`config.mk`:
```
export PLATFORM = sky130hd
export DESIGN_NAME = seven_seg_scan_decoder
export DESIGN_NICKNAME = d
export VERILOG_FILES = /design/src/rtl/seven_seg_pkg.sv /design/src/rtl/seven_seg_scan_decoder_seg_to_bcd.sv /design/src/rtl/seven_seg_scan_decoder.sv
export SDC_FILE = /design/constraint.sdc
export NUM_CORES = 1
export LEC_CHECK = 0
export CAP_MARGIN = 0
export CORE_ASPECT_RATIO = 1.5
export CORE_UTILIZATION = 63
export CTS_CLUSTER_DIAMETER = 100
export DETAILED_ROUTE_END_ITERATION = 12
export PLACE_DENSITY = 0.86
export SLEW_MARGIN = 20
export SYNTH_ARGS = -nofsm -noshare
export SYNTH_HDL_FRONTEND = slang
export SYNTH_HIERARCHICAL = 1
export SYNTH_SLANG_ARGS = --single-unit
```
`constraint.sdc`:
```
create_clock -name clk -period 4.5 [get_ports clk]
set_input_delay 0.45 -clock clk [delete_from_list [all_inputs] [get_ports clk]]
set_output_delay 0.45 -clock clk [all_outputs]
set_load 0.02 [all_outputs]
```
`src/rtl/seven_seg_pkg.sv`:
```
// Shared seven-segment constants for the ALU display path.
// Segment codes are active-low, bit 6 = g ... bit 0 = a.
package seven_seg_pkg;

  localparam logic [6:0] SEG_0     = 7'b1000000;
  localparam logic [6:0] SEG_1     = 7'b1111001;
  localparam logic [6:0] SEG_2     = 7'b0100100;
  localparam logic [6:0] SEG_3     = 7'b0110000;
  localparam logic [6:0] SEG_4     = 7'b0011001;
  localparam logic [6:0] SEG_5     = 7'b0010010;
  localparam logic [6:0] SEG_6     = 7'b0000010;
  localparam logic [6:0] SEG_7     = 7'b1111000;
  localparam logic [6:0] SEG_8     = 7'b0000000;
  localparam logic [6:0] SEG_9     = 7'b0010000;
  localparam logic [6:0] SEG_BLANK = 7'b1111111;
  localparam logic [6:0] SEG_MINUS = 7'b0111111;

  localparam logic [3:0] SIGN_POS = 4'hF;
  localparam logic [3:0] SIGN_NEG = 4'hE;

  localparam logic [3:0] AN_THOU = 4'b0111;
  localparam logic [3:0] AN_HUND = 4'b1011;
  localparam logic [3:0] AN_TENS = 4'b1101;
  localparam logic [3:0] AN_ONES = 4'b1110;
  localparam logic [3:0] AN_NONE = 4'b1111;

  localparam logic [15:0] VALUE_RST = 16'hF000;

  typedef enum logic [1:0] {
    ST_SYNC,
    ST_SCAN,
    ST_LOST
  } scan_state_t;

  function automatic logic [6:0] bcd_to_seg(
    input logic [3:0] d
  );
    logic [6:0] s;
    s = SEG_BLANK;
    case (d)
      4'd0: s = SEG_0;
      4'd1: s = SEG_1;
      4'd2: s = SEG_2;
      4'd3: s = SEG_3;
      4'd4: s = SEG_4;
      4'd5: s = SEG_5;
      4'd6: s = SEG_6;
      4'd7: s = SEG_7;
      4'd8: s = SEG_8;
      4'd9: s = SEG_9;
      default: s = SEG_BLANK;
    endcase
    return s;
  endfunction

endpackage

```
`src/rtl/seven_seg_scan_decoder_seg_to_bcd.sv`:
```
// Segment pattern to nibble lookup.
// Sign position maps blank/minus to F/E; digits map to BCD.
module seg_to_bcd
  import seven_seg_pkg::*;
(
  input  logic [6:0] seg,
  input  logic       is_sign_pos,
  output logic [3:0] nibble,
  output logic       legal
);

  // pattern decode; illegal codes fall back to F (sign) or 0
  always_comb begin
    nibble = 4'd0;
    legal  = 1'b0;
    if (is_sign_pos) begin
      nibble = SIGN_POS;
      case (seg)
        SEG_BLANK: legal = 1'b1;
        SEG_MINUS: begin
          nibble = SIGN_NEG;
          legal  = 1'b1;
        end
        default: legal = 1'b0;
      endcase
    end else begin
      legal = 1'b1;
      case (seg)
        SEG_0: nibble = 4'd0;
        SEG_1: nibble = 4'd1;
        SEG_2: nibble = 4'd2;
        SEG_3: nibble = 4'd3;
        SEG_4: nibble = 4'd4;
        SEG_5: nibble = 4'd5;
        SEG_6: nibble = 4'd6;
        SEG_7: nibble = 4'd7;
        SEG_8: nibble = 4'd8;
        SEG_9: nibble = 4'd9;
        default: begin
          nibble = 4'd0;
          legal  = 1'b0;
        end
      endcase
    end
  end

endmodule

```
`src/rtl/seven_seg_scan_decoder.sv`:
```
// Rebuilds the signed BCD word shown on a scanned 4-digit display.
// Settles each digit, assembles frames, accepts after repeated matches.
module seven_seg_scan_decoder
  import seven_seg_pkg::*;
#(
  parameter int SETTLE_CYCLES  = 16,
  parameter int STABLE_FRAMES  = 3,
  parameter int TIMEOUT_CYCLES = 1048576
) (
  input  logic        clk,
  input  logic        reset,
  input  logic [6:0]  seg,
  input  logic [3:0]  anode,
  output logic [15:0] value,
  output logic        value_valid,
  output logic        update,
  output logic        decode_err,
  output logic        scan_lost
);

  localparam int SW = $clog2(SETTLE_CYCLES) + 1;
  localparam int TW = $clog2(TIMEOUT_CYCLES) + 1;
  localparam int MW = $clog2(STABLE_FRAMES + 1) + 1;

  localparam logic [SW-1:0] SETTLE_HIT =
    SW'(SETTLE_CYCLES - 2);
  localparam logic [SW-1:0] SETTLE_MAX =
    SW'(SETTLE_CYCLES - 1);
  localparam logic [TW-1:0] TMO_HIT =
    TW'(TIMEOUT_CYCLES - 1);
  localparam logic [MW-1:0] MATCH_SAT =
    MW'(STABLE_FRAMES);

  scan_state_t state, state_nx;

  logic [3:0]    anode_q;
  logic          an_valid;
  logic [1:0]    an_idx;
  logic          an_change;
  logic          stable;
  logic          sample;
  logic          tmo_hit;
  logic          frame_done;
  logic          accept;
  logic [SW-1:0] settle_cnt;
  logic [TW-1:0] tmo_cnt;
  logic [15:0]   frame_buf;
  logic [15:0]   prev_frame;
  logic [3:0]    seen;
  logic [MW-1:0] match_cnt;
  logic [MW-1:0] match_nx;
  logic [3:0]    nib;
  logic          legal;

  // anode must have exactly one active-low bit to be a digit slot
  always_comb begin
    an_valid = 1'b0;
    an_idx   = 2'd0;
    case (anode)
      AN_THOU: begin
        an_valid = 1'b1;
        an_idx   = 2'd3;
      end
      AN_HUND: begin
        an_valid = 1'b1;
        an_idx   = 2'd2;
      end
      AN_TENS: begin
        an_valid = 1'b1;
        an_idx   = 2'd1;
      end
      AN_ONES: begin
        an_valid = 1'b1;
        an_idx   = 2'd0;
      end
      default: begin
        an_valid = 1'b0;
        an_idx   = 2'd0;
      end
    endcase
  end

  seg_to_bcd u_dec (
    .seg         (seg),
    .is_sign_pos (an_idx == 2'd3),
    .nibble      (nib),
    .legal       (legal)
  );

  assign an_change  = (anode != anode_q);
  assign stable     = an_valid && !an_change;
  assign sample     = stable && (settle_cnt == SETTLE_HIT);
  assign tmo_hit    = !an_change && (tmo_cnt == TMO_HIT);
  assign frame_done = (state == ST_SCAN) && (seen == 4'hF);

  // streak of identical frames, saturating at the acceptance depth
  always_comb begin
    match_nx = MW'(1);
    if (frame_buf == prev_frame) begin
      if (match_cnt >= MATCH_SAT)
        match_nx = MATCH_SAT;
      else
        match_nx = match_cnt + 1'b1;
    end
  end

  assign accept = frame_done &&
                  (match_nx == MATCH_SAT) &&
                  (frame_buf != value);

  // settle and activity-timeout counters
  always_ff @(posedge clk) begin
    if (reset) begin
      anode_q    <= AN_NONE;
      settle_cnt <= '0;
      tmo_cnt    <= '0;
    end else begin
      anode_q <= anode;
      if (!stable)
        settle_cnt <= '0;
      else if (settle_cnt != SETTLE_MAX)
        settle_cnt <= settle_cnt + 1'b1;
      if (an_change)
        tmo_cnt <= '0;
      else if (tmo_cnt != TMO_HIT)
        tmo_cnt <= tmo_cnt + 1'b1;
    end
  end

  // scan state register
  always_ff @(posedge clk) begin
    if (reset)
      state <= ST_SYNC;
    else
      state <= state_nx;
  end

  // next state; an anode change beats a timeout
  always_comb begin
    state_nx = state;
    unique case (state)
      ST_SYNC: begin
        if (tmo_hit)
          state_nx = ST_LOST;
        else if (anode == AN_THOU)
          state_nx = ST_SCAN;
      end
      ST_SCAN: begin
        if (tmo_hit)
          state_nx = ST_LOST;
      end
      ST_LOST: begin
        if (an_change)
          state_nx = ST_SYNC;
      end
      default: state_nx = ST_SYNC;
    endcase
  end

  // frame assembly, frame matching and output registers
  always_ff @(posedge clk) begin
    if (reset) begin
      frame_buf   <= '0;
      prev_frame  <= '0;
      seen        <= '0;
      match_cnt   <= '0;
      value       <= VALUE_RST;
      value_valid <= 1'b0;
      update      <= 1'b0;
      decode_err  <= 1'b0;
      scan_lost   <= 1'b0;
    end else begin
      update <= 1'b0;
      if ((state == ST_SCAN) && sample) begin
        frame_buf[{an_idx, 2'b00} +: 4] <= nib;
        seen[an_idx] <= 1'b1;
        if (!legal)
          decode_err <= 1'b1;
      end
      if (frame_done) begin
        prev_frame <= frame_buf;
        match_cnt  <= match_nx;
        seen       <= '0;
      end
      if (accept) begin
        value       <= frame_buf;
        update      <= 1'b1;
        value_valid <= 1'b1;
      end
      if ((state != ST_LOST) && tmo_hit) begin
        scan_lost <= 1'b1;
        seen      <= '0;
      end
      if ((state == ST_LOST) && an_change) begin
        scan_lost <= 1'b0;
        match_cnt <= '0;
        seen      <= '0;
      end
    end
  end

endmodule

```
==> results.sh, run 1 <==
export IMPL_grt_pass1_wl_mm=16.1
export IMPL_grt_pass1_vias=3561
export IMPL_min_path_type="flip-flop to flip-flop"
export IMPL_port_buffers=32
export IMPL_die_w_um=71.6
export IMPL_cts_buffers=9
export IMPL_drt_initial_drc_count=140
export IMPL_vias=3648
export IMPL_vias_per_cell=5.86
export IMPL_cp_max_fo=18
export IMPL_wirelength_mm=9.71
export IMPL_globalplace_congestion=0.882
export IMPL_met1_usage_pct=27.9
export IMPL_cts_max_path_buffers=2
export IMPL_fin_skew_ns=0.00759
export IMPL_syn_inst=520
export IMPL_synthArstFlopShare_pct=0
export IMPL_final_max_slew_violation_count=0
export IMPL_reg2reg_to="value[8]$_SDFFE_PP0P_"
export IMPL_yosysUniqueCellTypes=53
export IMPL_rr_worst_depth=6
export IMPL_hpwlAfterDp_mm=6.99
export IMPL_synth_area_leaders="dfxtp_1 (40%), xor2_1 (6.1%), mux2i_1 (5.7%), nand2_1 (5.1%), xnor2_1 (4.8%)"
export IMPL_cap_violations=0
export IMPL_die_h_um=106
export IMPL_dr_pass1_iters=4
export IMPL_synth_most_common_cell="dfxtp_1"
export IMPL_drc=0
export IMPL_power_density_nw_per_um2=303
export IMPL_synth_edf_count=0
export IMPL_fillers=521
export IMPL_nets=567
export IMPL_critPathKind="flip-flop to flip-flop"
export IMPL_routedWlPerCell_um=15.6
export IMPL_rsz0062_at_grt="no"
export IMPL_antenna_found_initial=0
export IMPL_post_cts_buffers=0
export IMPL_ys_flop_type="dfxtp_1"
export IMPL_cts_hold_buf=0
export IMPL_syn2layout_area_growth_pct=12.1
export IMPL_gr_usage_met2_pct=49.3
export IMPL_hold_end="scan_lost$_SDFFE_PP0P_"
export IMPL_hold_start="scan_lost$_SDFFE_PP0P_"
export IMPL_grt_max_degree=64
export IMPL_drive_gt1_share_pct=6.97
export IMPL_ys_warn_count=6
export IMPL_cts_tree="done"
export IMPL_period_minus_slack_ns=2.73
export IMPL_cts_resized=0
export IMPL_slew_limit_headroom_pct=37.6
export IMPL_initial_core_util_pct=65.9
export IMPL_status="complete, no violations"
export IMPL_ant_nets=0
export IMPL_rows=37
export IMPL_grt_most_used_layer="met2"
export IMPL_finalSetupTns_ns=0
export IMPL_worst_setup_path_end_kind="flip-flop"
export IMPL_total_power_w=0.00155
export IMPL_grt_use_met3_pct=3.89
export IMPL_core_sq_um=6940
export IMPL_antenna_cells=0
export IMPL_synth_nets=547
export IMPL_die_area_sq_um=7620
export IMPL_vdd_ir_drop_max_mv=0.190
export IMPL_grt_usage_pct=26.9
export IMPL_critPathArrivalTime_ns=3.01
export IMPL_timing_rr_start="state[1]$_SDFFE_PP0P_"
export IMPL_finalCritPeriodShare_pct=60.6
export IMPL_synth_area_sq_um=4580
export IMPL_worstSkewPairLatency_ns=0.36
export IMPL_worstMarginPinSlew_ns=0.937
export IMPL_p_leak_nw=1.93
export IMPL_synth_top_cell_by_area="dfxtp_1"
export IMPL_overflow=0
export IMPL_avgSynthCellArea_sq_um=8.80
export IMPL_report_final_hold_viol_count=0
export IMPL_synth_top_area_share_pct=39.8
export IMPL_clk_pin_slew_worst_paths_ns=0.09
export IMPL_start_kind="flip-flop"
export IMPL_yosysSeqAreaShare_pct=39.8
export IMPL_root_buffer="clkbuf_8"
export IMPL_cts_max_level=3
export IMPL_r2r_setup_slack_ns=1.77
export IMPL_holdPathStages=2
export IMPL_io_pins=33
export IMPL_fmax_ghz=0.367
export IMPL_setup_viol=0
export IMPL_yosys_register_bits=91
export IMPL_cts_sinks=91
export IMPL_worst_ep_required_time_ns=4.79
export IMPL_fin_util_pct=73.9
export IMPL_synthTopCellsByCount="dfxtp_1 (91), nand2_1 (62), nor2_1 (48)"
-- layout by cell type (no fill, tap or decap), types with 2 or more instances in the layout --
cell type | Yosys | routed
o21ai_0 | 4 | 4
or3_1 | 4 | 4
o21ai_1 | 2 | 2
or2_2 | 6 | 6
and4_1 | 3 | 3
and2_1 | 2 | 2
a31oi_1 | 2 | 2
dfxtp_1 | 91 | 91
a21bo_2 | 4 | 4
ha_1 | 14 | 14
a21oi_1 | 34 | 34
nand3_2 | 2 | 2
inv_1 | 14 | 14
nand3_1 | 10 | 10
clkdlybuf4s50_1 | 0 | 31
nand4_1 | 19 | 19
o21a_1 | 4 | 4
o41ai_1 | 2 | 2
nor3_1 | 6 | 6
o2bb2ai_1 | 2 | 2
xnor2_1 | 25 | 25
or3_4 | 2 | 2
bufinv_16 | 0 | 3
clkbuf_8 | 0 | 10
nand2_1 | 62 | 62
nor2_1 | 48 | 48
nor2b_1 | 6 | 6
a211oi_1 | 3 | 3
a211o_1 | 5 | 5
mux2i_1 | 26 | 26
xor2_1 | 32 | 32
nor4_1 | 9 | 9
nand2b_1 | 28 | 28
nor3b_1 | 3 | 3
and3_1 | 6 | 6
-- per-stage QoR --
| step | hold WS (ns) | setup slack [ns] | instance area (sq um) | instances |
|---|---|---|---|---|
| after floorplan | 0.413 | 2.31 | 4580 | 520 |
| after global placement | 0.429 | 1.69 | 4880 | 607 |
| after detailed placement | 0.453 | 1.53 | 4880 | 607 |
| after CTS | 0.466 | 1.74 | 5130 | 623 |
| after global routing | 0.485 | 1.59 | 5130 | 623 |
| final | 0.464 | 1.77 | 5130 | 623 |
-- how the worst max path moves through the flow --
stage	cells after the start	slack, ns	endpoint	startpoint
2_1_floorplan	7	2.31	frame_buf[13]$_SDFFE_PP0P_	anode[3]
3_3_place_gp	10	1.69	frame_buf[8]$_SDFFE_PP0P_	anode[1]
3_5_place_dp	10	1.53	frame_buf[8]$_SDFFE_PP0P_	anode[1]
4_1_cts	6	1.74	value[8]$_SDFFE_PP0P_	state[1]$_SDFFE_PP0P_
5_1_grt	6	1.59	value[8]$_SDFFE_PP0P_	state[1]$_SDFFE_PP0P_
6_report	6	1.77	value[8]$_SDFFE_PP0P_	state[1]$_SDFFE_PP0P_
-- flip-flops by register name, indices dropped and copies added (netlist names) --
name and cells:
decode_err 1, value_valid 1, value 16, anode_q 4, seen 4, match_cnt 3, state 2, frame_buf 16
update 1, prev_frame 16, tmo_cnt 21, settle_cnt 5, scan_lost 1
-- logic make-up (layout without fill, tap and decap cells) --
group	count (synthesis)	after routing	synth area share [%]
buffers and inverters	37	62	3.53
AND/OR/NAND/NOR	224	224	25.7
XOR/XNOR	57	57	10.9
flip-flops	91	91	39.8
adder cells (fa/ha/maj)	14	14	3.83
AO/OA/AOI/OAI	71	71	10.6
multiplexers	26	26	5.69
-- routing by layer --
metal / part of all wire [%] / routed length, um / vias up
li1: - / - / 1816
met1: 39 / 3810 / 1727
met2: 53 / 5150 / 74
met3: 3.0 / 288 / 31
met4: 4.7 / 453 / 0
met5: 0 / 0 / -
-- cell type report --
type	count	area (sq um)	area share, %
clock inverter	6	111	2.17
timing repair buffer	32	315	6.15
tap	78	97.6	1.90
multi-input combinational	392	2590	50.6
clock buffer	10	138	2.68
sequential	91	1820	35.5
inverter	14	52.6	1.02
-- power by group --
group / switching, W / total [W] / internal [W]
Combinational: 0.0000418 / 0.0000716 / 0.0000298
Clock: 0.000289 / 0.000674 / 0.000385
Sequential: 0.00000172 / 0.000809 / 0.000807
-- critical path, stage by stage, from the launching register on --
cell,delay (ns)
dfxtp_1,0.34
nand2b_1,0.20
nor2_1,0.21
and3_1,0.68
nand3_2,0.37
nor2_4,0.56
mux2i_1,0.28
Note: power is estimated with default switching activity, not from simulation.
==> inputs of run 2 (changes only) <==
--- a/config.mk
+++ b/config.mk
@@ -7,10 +7,10 @@
 export LEC_CHECK = 0
 export CAP_MARGIN = 0
 export CORE_ASPECT_RATIO = 1.5
-export CORE_UTILIZATION = 63
+export CORE_UTILIZATION = 59
 export CTS_CLUSTER_DIAMETER = 100
 export DETAILED_ROUTE_END_ITERATION = 12
-export PLACE_DENSITY = 0.86
+export PLACE_DENSITY = 0.81
 export SLEW_MARGIN = 20
 export SYNTH_ARGS = -nofsm -noshare
 export SYNTH_HDL_FRONTEND = slang
==> constraint.sdc (replaced) <==
create_clock -name clk -period 2.59 [get_ports clk]
set_input_delay 0.259 -clock clk [delete_from_list [all_inputs] [get_ports clk]]
set_output_delay 0.259 -clock clk [all_outputs]
set_load 0.02 [all_outputs]
==> run 2 against run 1 <==
  * Clock power up 120%
  * Cell count up 6.1%
  * Setup slack worse by 1.5 ns
  * Sequential cell count unchanged
  * Global-route usage down 0.097 points
  * Utilization down 2.9 points
==> results.sh, run 2 (synthesized netlist as in run 1, its figures left out) <==
export IMPL_status="complete, no violations"
export IMPL_cts_max_level=3
export IMPL_layout_commonest_cell="dfxtp_1"
export IMPL_fin_util_pct=71.0
export IMPL_hold_slack_ns=0.318
export IMPL_cp_max_fo=17
export IMPL_rows=39
export IMPL_met2_length_mm=5.63
export IMPL_fin_skew_ns=0.00665
export IMPL_most_common_layout_cells="dfxtp_1 (91), nand2_1 (62), nor2_1 (48)"
export IMPL_routedWlPerCell_um=15.1
export IMPL_clk_pin_slew_worst_paths_ns=0.07
export IMPL_overflow=0
export IMPL_vias=3739
export IMPL_ant_nets=0
export IMPL_critPathArrivalTime_ns=2.55
export IMPL_wl_met3_um=300
export IMPL_largest_register="tmo_cnt"
export IMPL_post_cts_buffers=0
export IMPL_antenna_cells=0
export IMPL_cts_buffers=9
export IMPL_port_buffers=32
export IMPL_drive_gt1_share_pct=9.30
export IMPL_grt_pass1_vias=3698
export IMPL_min_path_type="input port to flip-flop"
export IMPL_critPathKind="flip-flop to flip-flop"
export IMPL_dr_pass1_iters=4
export IMPL_fin_area_sq_um=5370
export IMPL_worstMarginPinSlew_ns=0.653
export IMPL_syn2layout_area_growth_pct=17.3
export IMPL_maxUsedRoutingLayer="met4"
export IMPL_finalCritPeriodShare_pct=88.1
export IMPL_drc=0
export IMPL_worst_setup_path_end_kind="flip-flop"
export IMPL_report_final_hold_viol_count=0
export IMPL_die_w_um=73.9
export IMPL_hpwlAfterDp_mm=7.28
export IMPL_final_max_slew_violation_count=0
export IMPL_grt_pass1_wl_mm=16.5
export IMPL_cts_tree="done"
export IMPL_antenna_found_initial=0
export IMPL_vias_per_cell=5.66
export IMPL_io_pins=33
export IMPL_die_h_um=110
export IMPL_root_buffer="clkbuf_16"
export IMPL_power_density_nw_per_um2=569
export IMPL_core_sq_um=7560
export IMPL_setup_ws_ns=0.308
export IMPL_die_area_sq_um=8120
export IMPL_worstSkewPairLatency_ns=0.35
export IMPL_rsz0062_at_grt="no"
export IMPL_largest_reg_flops=21
export IMPL_globalplace_congestion=0.911
export IMPL_cts_hold_buf=0
export IMPL_start_kind="flip-flop"
export IMPL_preCtsSetupSlack_ns=0.141
export IMPL_fmax_ghz=0.438
export IMPL_worst_ep_required_time_ns=2.86
export IMPL_drt_met1_wl_mm=3.71
export IMPL_initial_core_util_pct=60.5
export IMPL_cap_violations=0
export IMPL_vdd_ir_drop_max_mv=0.495
export IMPL_nets=581
export IMPL_slew_limit_headroom_pct=56.2
export IMPL_wirelength_mm=9.97
export IMPL_cts_max_path_buffers=2
export IMPL_place_area_sq_um=5020
export IMPL_drt_initial_drc_count=197
export IMPL_p_leak_nw=2.04
export IMPL_cts_sinks=91
export IMPL_cts_resized=0
export IMPL_setup_viol=0
export IMPL_finalSetupTns_ns=0
export IMPL_grt_max_degree=40
export IMPL_period_minus_slack_ns=2.28
export IMPL_grt_usage_pct=26.8
-- run 2: cell types whose count changed in the layout (fill, tap and decap cells not counted) --
cell | previous run | this run
clkinv_2 | 1 | 0
clkinvlp_4 | 1 | 3
inv_6 | 1 | 0
clkbuf_8 | 10 | 1
clkbuf_16 | 0 | 9
buf_4 | 0 | 14
-- run 2: layer usage --
layer	GRT usage [%]	vias up
li1	-	1850
met1	26.3	1779
met2	51.6	79
met3	4.40	31
met4	14.7	0
met5	0	-
-- run 2: power breakdown --
part | total, W | switching [W] | internal (W) | leakage (nW)
Combinational | 0.000136 | 0.0000761 | 0.0000600 | 1.14
Clock | 0.00151 | 0.000541 | 0.000968 | 0.161
Sequential | 0.00141 | 0.00000254 | 0.00140 | 0.734
Total | 0.00305 | 0.000620 | 0.00243 | 2.04
-- run 2: worst max-delay path, cell delays in order (launching register included) --
cell and delay, ns:
dfxtp_1 0.45, xnor2_1 0.19, nand4_1 0.13, nor3_1 0.35
nand3_2 0.27, nor2_4 0.54, mux2i_1 0.25
-- run 2: path summary, 6_finish.rpt --
check,start,to,slack [ns],depth (start not counted)
hold reg to reg,state[1]$_SDFFE_PP0P_,state[0]$_SDFFE_PP0P_,0.44,1
setup / recovery,frame_buf[13]$_SDFFE_PP0P_,value[11]$_SDFFE_PP0P_,0.31,6
hold / removal,reset,prev_frame[7]$_SDFFE_PP0P_,0.32,2
setup reg to reg,frame_buf[13]$_SDFFE_PP0P_,value[11]$_SDFFE_PP0P_,0.31,6
-- run 2: area by class of cell --
| class | instances | area, sq um |
|---|---|---|
| flip-flops and latches | 91 | 1820 |
| fillers | 579 | 2200 |
| multi-input cells | 392 | 2590 |
| well taps | 102 | 128 |
| clock buffers | 10 | 239 |
| clock inverters | 6 | 113 |
| inverters | 14 | 52.6 |
| repair buffers | 46 | 420 |
-- run 2: metrics by stage --
stage / cells / total power [W]
after floorplan: 520 / 0.00152
after global placement: 645 / 0.00157
after detailed placement: 645 / 0.00157
after CTS: 661 / 0.00306
after global routing: 661 / 0.00313
final: 661 / 0.00305
